$ cat src/rtl/serializer_pkg.sv
// Shared types and constants for the result serializer slice.
package serializer_pkg;
  typedef enum logic {IDLE, SHIFT} state_t;
  localparam int RESULT_W = 30;  // compressor dst bit count
endpackage

$ cat src/rtl/result_serializer_bit_counter.sv
// Counts accepted bits of one word; term flags the final bit position.
module bit_counter #(
  parameter int WIDTH = 30
) (
  input  logic clk,
  input  logic rst,
  input  logic clr,
  input  logic en,
  output logic term
);
  localparam int CW = $clog2(WIDTH);

  logic [CW-1:0] cnt;

  always_ff @(posedge clk) begin
    if (rst || clr) cnt <= '0;
    else if (en)    cnt <= cnt + CW'(1);
  end

  assign term = (cnt == CW'(WIDTH - 1));
endmodule

$ cat src/rtl/result_serializer.sv
// Captures a result word on load, then streams it LSB-first over valid/ready with running parity.
module result_serializer
  import serializer_pkg::*;
#(
  parameter int WIDTH = RESULT_W
) (
  input  logic             clk,
  input  logic             rst,
  input  logic             load,
  input  logic [WIDTH-1:0] din,
  output logic             dout,
  output logic             dout_valid,
  input  logic             dout_ready,
  output logic             dout_last,
  output logic             busy,
  output logic             done,
  output logic             parity,
  output logic             overrun
);
  state_t           state;
  logic [WIDTH-1:0] shreg;
  logic             par;
  logic             cnt_term;
  logic             accept;

  assign accept = (state == SHIFT) && dout_ready;

  // Held at zero while idle so a load always starts from bit 0; stops at the last bit.
  bit_counter #(.WIDTH(WIDTH)) u_cnt (
    .clk  (clk),
    .rst  (rst),
    .clr  (state == IDLE),
    .en   (accept && !cnt_term),
    .term (cnt_term)
  );

  always_ff @(posedge clk) begin
    if (rst) begin
      state   <= IDLE;
      shreg   <= '0;
      par     <= 1'b0;
      done    <= 1'b0;
      overrun <= 1'b0;
    end else begin
      done <= 1'b0;
      case (state)
        IDLE: begin
          if (load) begin
            shreg <= din;
            par   <= 1'b0;
            state <= SHIFT;
          end
        end
        SHIFT: begin
          if (load) overrun <= 1'b1;
          if (dout_ready) begin
            shreg <= {1'b0, shreg[WIDTH-1:1]};
            par   <= par ^ shreg[0];
            if (cnt_term) begin
              state <= IDLE;
              done  <= 1'b1;
            end
          end
        end
        default: state <= IDLE;
      endcase
    end
  end

  assign dout_valid = (state == SHIFT);
  assign busy       = (state == SHIFT);
  assign dout       = dout_valid & shreg[0];
  assign dout_last  = dout_valid & cnt_term;
  assign parity     = par;
endmodule

$ cat config.mk
export PLATFORM = sky130hd
export DESIGN_NAME = result_serializer
export DESIGN_NICKNAME = d
export VERILOG_FILES = /design/src/rtl/serializer_pkg.sv /design/src/rtl/result_serializer_bit_counter.sv /design/src/rtl/result_serializer.sv
export SDC_FILE = /design/constraint.sdc
export NUM_CORES = 1
export LEC_CHECK = 0
export ABC_AREA = 1
export BUFFER_PORTS_ARGS = -buffer_cell sky130_fd_sc_hd__buf_2
export CAP_MARGIN = 20
export CORE_MARGIN = 3
export CORE_UTILIZATION = 35
export CTS_CLUSTER_DIAMETER = 100
export DETAILED_ROUTE_END_ITERATION = 10
export PLACE_DENSITY_LB_ADDON = 0.25
export SLEW_MARGIN = 20
export SYNTH_ARGS = -nofsm -noshare
export SYNTH_HDL_FRONTEND = slang
export SYNTH_SLANG_ARGS = --single-unit
$ cat constraint.sdc
create_clock -name clk -period 1.26 [get_ports clk]
set_clock_uncertainty 0.2 [all_clocks]
set_input_delay 0.126 -clock clk [delete_from_list [all_inputs] [get_ports clk]]
set_output_delay 0.126 -clock clk [all_outputs]
set_load 0.05 [all_outputs]
After elaboration in Yosys (flattened, before gate mapping):

Index checks and enable logic that the tools add are counted.

* memories: 0
* output and inout bits: 7
* logic and storage cells: 33
* input port bits: 34
* RAM bits: 0
* register bits after elaboration: 39
* ROM bits: 0
* latch bits: 0

* order comparisons: 0
* $add $sub $neg: 1
* multiplexer cells: 11
* shifts and indexed selects: 0
* multipliers: 0
* divide/modulo/power cells: 0
* reductions and logical operators: 7
* bitwise gates (word level): 5
* eq/ne operators: 3

Operators by type and width (number)
* $mux 30: 2
* $pmux 30 s2: 1
* $mux 1: 6
* $add 5x1->5 const B: 1
* $eq 5x5->1 const B: 1
* $ne 2x2->1 const B: 2
* $pmux 1 s2: 2
* $reduce_and 2->1: 2
* $reduce_or 3->1: 1
* $and 1x1->1: 2
* $logic_and 1x1->1: 2
* $not 1->1: 2
* $logic_not 1->1: 1
* $logic_or 1x1->1: 1
* $xor 1x1->1: 1

Longest topological paths before layout:

* depth in word-level cells: 4
* depth in mapped cells: 8
* mapped depth without buffers: 8

Cells and area by module:

From an unflattened synthesis, not the netlist that was laid out.

* cell total of the unflattened synthesis: 347
* area, all modules: 2123.3 um^2

By module, submodules not included
* result_serializer: seq. area each 680.7 um^2, times used 1, area an instance 1891.8 um^2, cells each 315
* bit_counter: seq. area each 100.1 um^2, times used 1, area an instance 231.5 um^2, cells each 32

Worst setup path after synthesis:

OpenSTA, ideal clock, no wires.

* kind: register to output
* start point: register state (netlist: busy)
* end point: output dout_last
* cell stages (with the launch flop): 5
* data required time: 0.934 ns
* buffers on the path: 2
* path slack: -0.784 ns
* data arrival time: 1.718 ns
* cell sequence: dfxtp_1 buf_6 inv_6 buf_4 nor2_1

* longest elaborated chain between the ends: 1

RTL lines
* start: declaration: line result_serializer.sv:20 `state_t state;`
* start signal: assignment: line result_serializer.sv:39 `state <= IDLE;`
* start signal: assignment: line result_serializer.sv:51 `state <= SHIFT;`
* start signal: assignment: line result_serializer.sv:60 `state <= IDLE;`
* $and 1x1->1: line result_serializer.sv:73 `assign dout_last = dout_valid & cnt_term;`
* end: declaration: line result_serializer.sv:14 `output logic dout_last,`

Every way passes these cells.

Worst setup path in the final report:

* start point: register state (netlist: busy)
* end point: register shreg[18]

* longest elaborated chain between the ends: 3
* elaborated cells between the ends (all ways): 5
* classes of those cells: eq/ne (2); mux (1); bitwise (1); reduce/logical (1)

RTL lines
* $not 1->1 (no source line)
* $ne 2x2->1 (no source line)
* $reduce_and 2->1 (no source line)
* end signal: assignment: line result_serializer.sv:49 `shreg <= din;`
* end signal: assignment: line result_serializer.sv:57 `shreg <= {1'b0, shreg[WIDTH-1:1]};`
* end: declaration: line result_serializer.sv:21 `logic [WIDTH-1:0] shreg;`

Several ways; a longest one is shown, not always the timed one.
A chain may end at the register's enable or synchronous reset.

==> flow_summary_export.csv <==
group,metric,value,unit
run_status,status,"finished, violations left",
run_status,violations,"negative setup slack",
yosys,async_reset_ff_frac,0,
floorplanning,die_height,80.4,um
power,vdd.ir_drop.worst,0.000592,V
setup_path,slowest_delay,0.39,ns
global_routing,grt_max_degree,31,
yosys,synth_top_family_by_area,"simple AND/OR/NAND/NOR gates",
global_routing,grt_use_total,0.185,
setup_path,cp.buffers_inverters,4,
power,sequentialPowerShare,0.395,
yosys,synthAdderAreaFrac,0.0129,
yosys,syn-num-nets,327,
power,p_switching,1.14,mW
power,internal-power,2.52,mW
cts,clkLatencyLatePin,0.29,ns
yosys,synthMuxAreaShare,0,
global_routing,antenna_found_initial,0,
sta,fin_crit,1.55,ns
layout,fin_nets,435,
sta,fmaxAchievable,643,MHz
power,clkPwrFrac,0.237,
floorplanning,coreArea,5240,um^2
yosys,ys_seq_area_frac,0.403,
yosys,yosysMostFrequentCell,"nand2_1",
setup_path,worst_r2r_path_depth,8,
yosys,synth_edf_count,0,
cts,h-tree-depth,2,
power,cellPowerDensity,1050,nW/um^2
setup_path,worstPathRequired,1.25,ns
run,maxCapViolations,0,
min_path,hold-path-endpoint,"shreg[25]",
setup_path,path_max_fanout,6,
yosys,synth_top_cell_area_share,0.403,
detailed_routing,vias_per_cell,4.51,
yosys,synthTopCellsByCount,"nand2_1 (100), nor2_1 (69), dfxtp_1 (39), o21ai_0 (27), inv_1 (10)",
layout,fin_area,3470,um^2
place,portBuffers,40,
yosys,synth_cell_types,22,
setup_path,r2r_end,"shreg[18]",
floorplanning,row_count,26,
sta,fin_ws,-0.295,ns
setup_path,end_kind,"flip-flop",
setup_path,critPathSlowestCell,"dfxtp_4",
floorplanning,dieArea,6460,um^2
layout,diodes,0,
yosys,synth_xor_xnor_area_share,0,
floorplanning,die_w,80.4,um
cts,root_buffer,"clkbuf_8",
sta,hold_violations,0,
sta,drv_slew,0,
min_path,hold_path.class,"input port to flip-flop",
power,sw_frac_of_total,0.311,
layout,final.fill_count,430,
floorplanning,initial_core_util,0.370,
detailed_routing,drtIter0Drc,108,
yosys,synth-compound-area-share,0.100,
detailed_routing,drc,0,
layout,syn_to_final_growth,79.4,%
sta,setup_tns,-6.80,ns
power,p_leak,1.63,nW
cts,clockBufferDepth,2,
cts,numCtsBuffers,5,
yosys,synthCells,291,
detailed_routing,vias,2114,
sta,timing.final.crit_share,1.23,
yosys,synth.avg_cell_area,6.65,um^2
place,gp_congestion,0.769,
setup_path,start_kind,"flip-flop",
layout,drive_gt1_frac,0.373,
global_routing,grt_pass1_wl,9290,um
cts,cts_tree,"done",
yosys,synth_warnings,0,
setup_path,r2r_slack,-0.29,ns
power,combinationalPowerShare,0.368,
cts,cts.clk_slew.worst_paths,0.08,ns
place,dpl-instance-area,2370,um^2
sta,setup_viol,42,
yosys,yosys.area.top_type,"dfxtp_1",
sta,rsz0062_at_grt,"yes",
min_path,hold_depth,5,
cts,cts_sinks,39,
yosys,synth-simple-area-share,0.387,
sta,max-slew-margin-rel,0.839,
setup_path,crit_chain,"buf_12 > inv_12 > buf_4 > bufbuf_16 > nand2_1 > nand2_1 > nor2_1 > nor2_1",
power,p_total,3.66,mW
yosys,ys_ff_latch,39,
global_routing,gr-total-overflow,0,
sta,worstMarginPinSlew,0.240,ns
yosys,synth_top_flop_cell,"dfxtp_1",
detailed_routing,routed_wl,5580,um
setup_path,regToRegStartpoint,"busy",
place,dpl.hpwl,2900,um
detailed_routing,ant_nets,0,
detailed_routing,wl_per_cell,11.9,um
detailed_routing,first_pass_iters,4,
sta,hold_ws,0.0990,ns
global_routing,first_global_vias,2085,
setup_path,arrival,1.55,ns
floorplanning,boundaryPins,41,
yosys,netlist_area,1940,um^2
yosys,synth_area_leaders,"dfxtp_1 (40%), nand2_1 (19%), nor2_1 (13%), o21ai_0 (7.0%), buf_6 (4.1%)",
setup_path,criticalPathCategory,"flip-flop to flip-flop",
setup_path,crit_family,"buffers and inverters",
min_path,hold_path.startpoint,"rst",
-- worst max path at each step --
stage / start / depth (start not counted) / endpoint
2_1_floorplan: busy / 8 / shreg[29]
3_3_place_gp: u_cnt.cnt[1] / 7 / dout_last
3_5_place_dp: u_cnt.cnt[1] / 9 / u_cnt.cnt[0]
4_1_cts: u_cnt.cnt[1] / 7 / dout_last
5_1_grt: busy / 8 / shreg[18]
6_report: busy / 8 / shreg[18]
-- power groups by stage --
stage | Clock (mW) | Combinational, mW | Sequential (mW)
6_report | 0.866 | 1.35 | 1.45
5_1_grt | 0.932 | 1.45 | 1.46
4_1_cts | 0.886 | 1.28 | 1.44
3_5_place_dp | 0 | 0.768 | 1.46
3_3_place_gp | 0 | 0.760 | 1.46
2_1_floorplan | 0 | 0.532 | 1.47
-- per-layer routing --
layer | vias up | track usage | wire length, um
met3 | 11 | 0.0303 | 151
li1 | 1123 | - | -
met5 | - | 0 | 0
met1 | 941 | 0.229 | 2530
met2 | 39 | 0.320 | 2800
met4 | 0 | 0.0726 | 102
-- area by class of cell --
cell class	instances	area, um^2	share of cell area
clock buffer	6	82.6	0.0238
multi-input combinational	223	1180	0.341
timing repair buffer	118	1260	0.362
sequential	39	790	0.227
inverter	12	68.8	0.0198
tap	70	87.6	0.0252
clock inverter	1	5.00	0.00144
-- logic make-up after synthesis --
group / after synthesis
flops: 39
simple gates: 183
buf+inv: 29
fa+ha+maj: 2
compound gates: 38
-- sequential cells by signal, indices dropped and copies added, names as in the netlist --
| register | cells |
|---|---|
| parity | 1 |
| busy | 1 |
| shreg | 30 |
| u_cnt.cnt | 5 |
| overrun | 1 |
| done | 1 |
-- worst min-delay path, cell delays in order --
cell and delay, ns:
buf_2 0.09, inv_1 0.06, buf_12 0.18, o21ai_2 0.06, nor2_1 0.03
-- cells in the final DEF (no fill, tap or decap) --
master	netlist	routed
a21oi_1	4	2
a21oi_2	1	3
buf_12	0	16
buf_16	0	4
buf_2	3	35
buf_4	4	17
buf_6	7	8
buf_8	0	3
bufbuf_16	0	1
clkbuf_16	0	1
clkbuf_8	0	6
clkinv_2	0	1
clkinvlp_4	0	1
dfxtp_1	39	36
dfxtp_2	0	1
dfxtp_4	0	2
dlygate4sd3_1	0	33
ha_4	0	2
inv_1	10	6
inv_12	0	1
inv_2	0	3
inv_8	0	1
nand2_1	100	94
nand2_2	1	5
nand2_4	1	2
nand2_8	2	3
nand3_1	4	3
nand3_2	0	1
nand4_1	2	2
nor2_1	69	60
nor2_2	3	4
nor2_4	0	8
nor3_4	0	1
o21ai_0	27	2
o21ai_1	6	12
o21ai_2	0	19
-- per-stage QoR --
stage,instances,utilization,setup slack (ns)
4_1_cts,468,0.649,-0.299
3_5_place_dp,404,0.453,-0.129
5_1_grt,469,0.663,-0.367
3_3_place_gp,404,0.453,-0.114
6_report,469,0.663,-0.295
2_1_floorplan,291,-,-0.0990
-- timing repair --
| item | in CTS | in global routing |
|---|---|---|
| buffers inserted | 19 | 3 |
| hold buffers | 33 | 0 |
| endpoints found under the setup margin | 38 | 42 |
| hold endpoints to repair | 34 | 0 |
| gates resized for setup | 72 | 16 |
| pin swaps | 18 | 19 |
| cloned | 5 | 1 |
No activity file was read; power rests on OpenSTA's default activity.
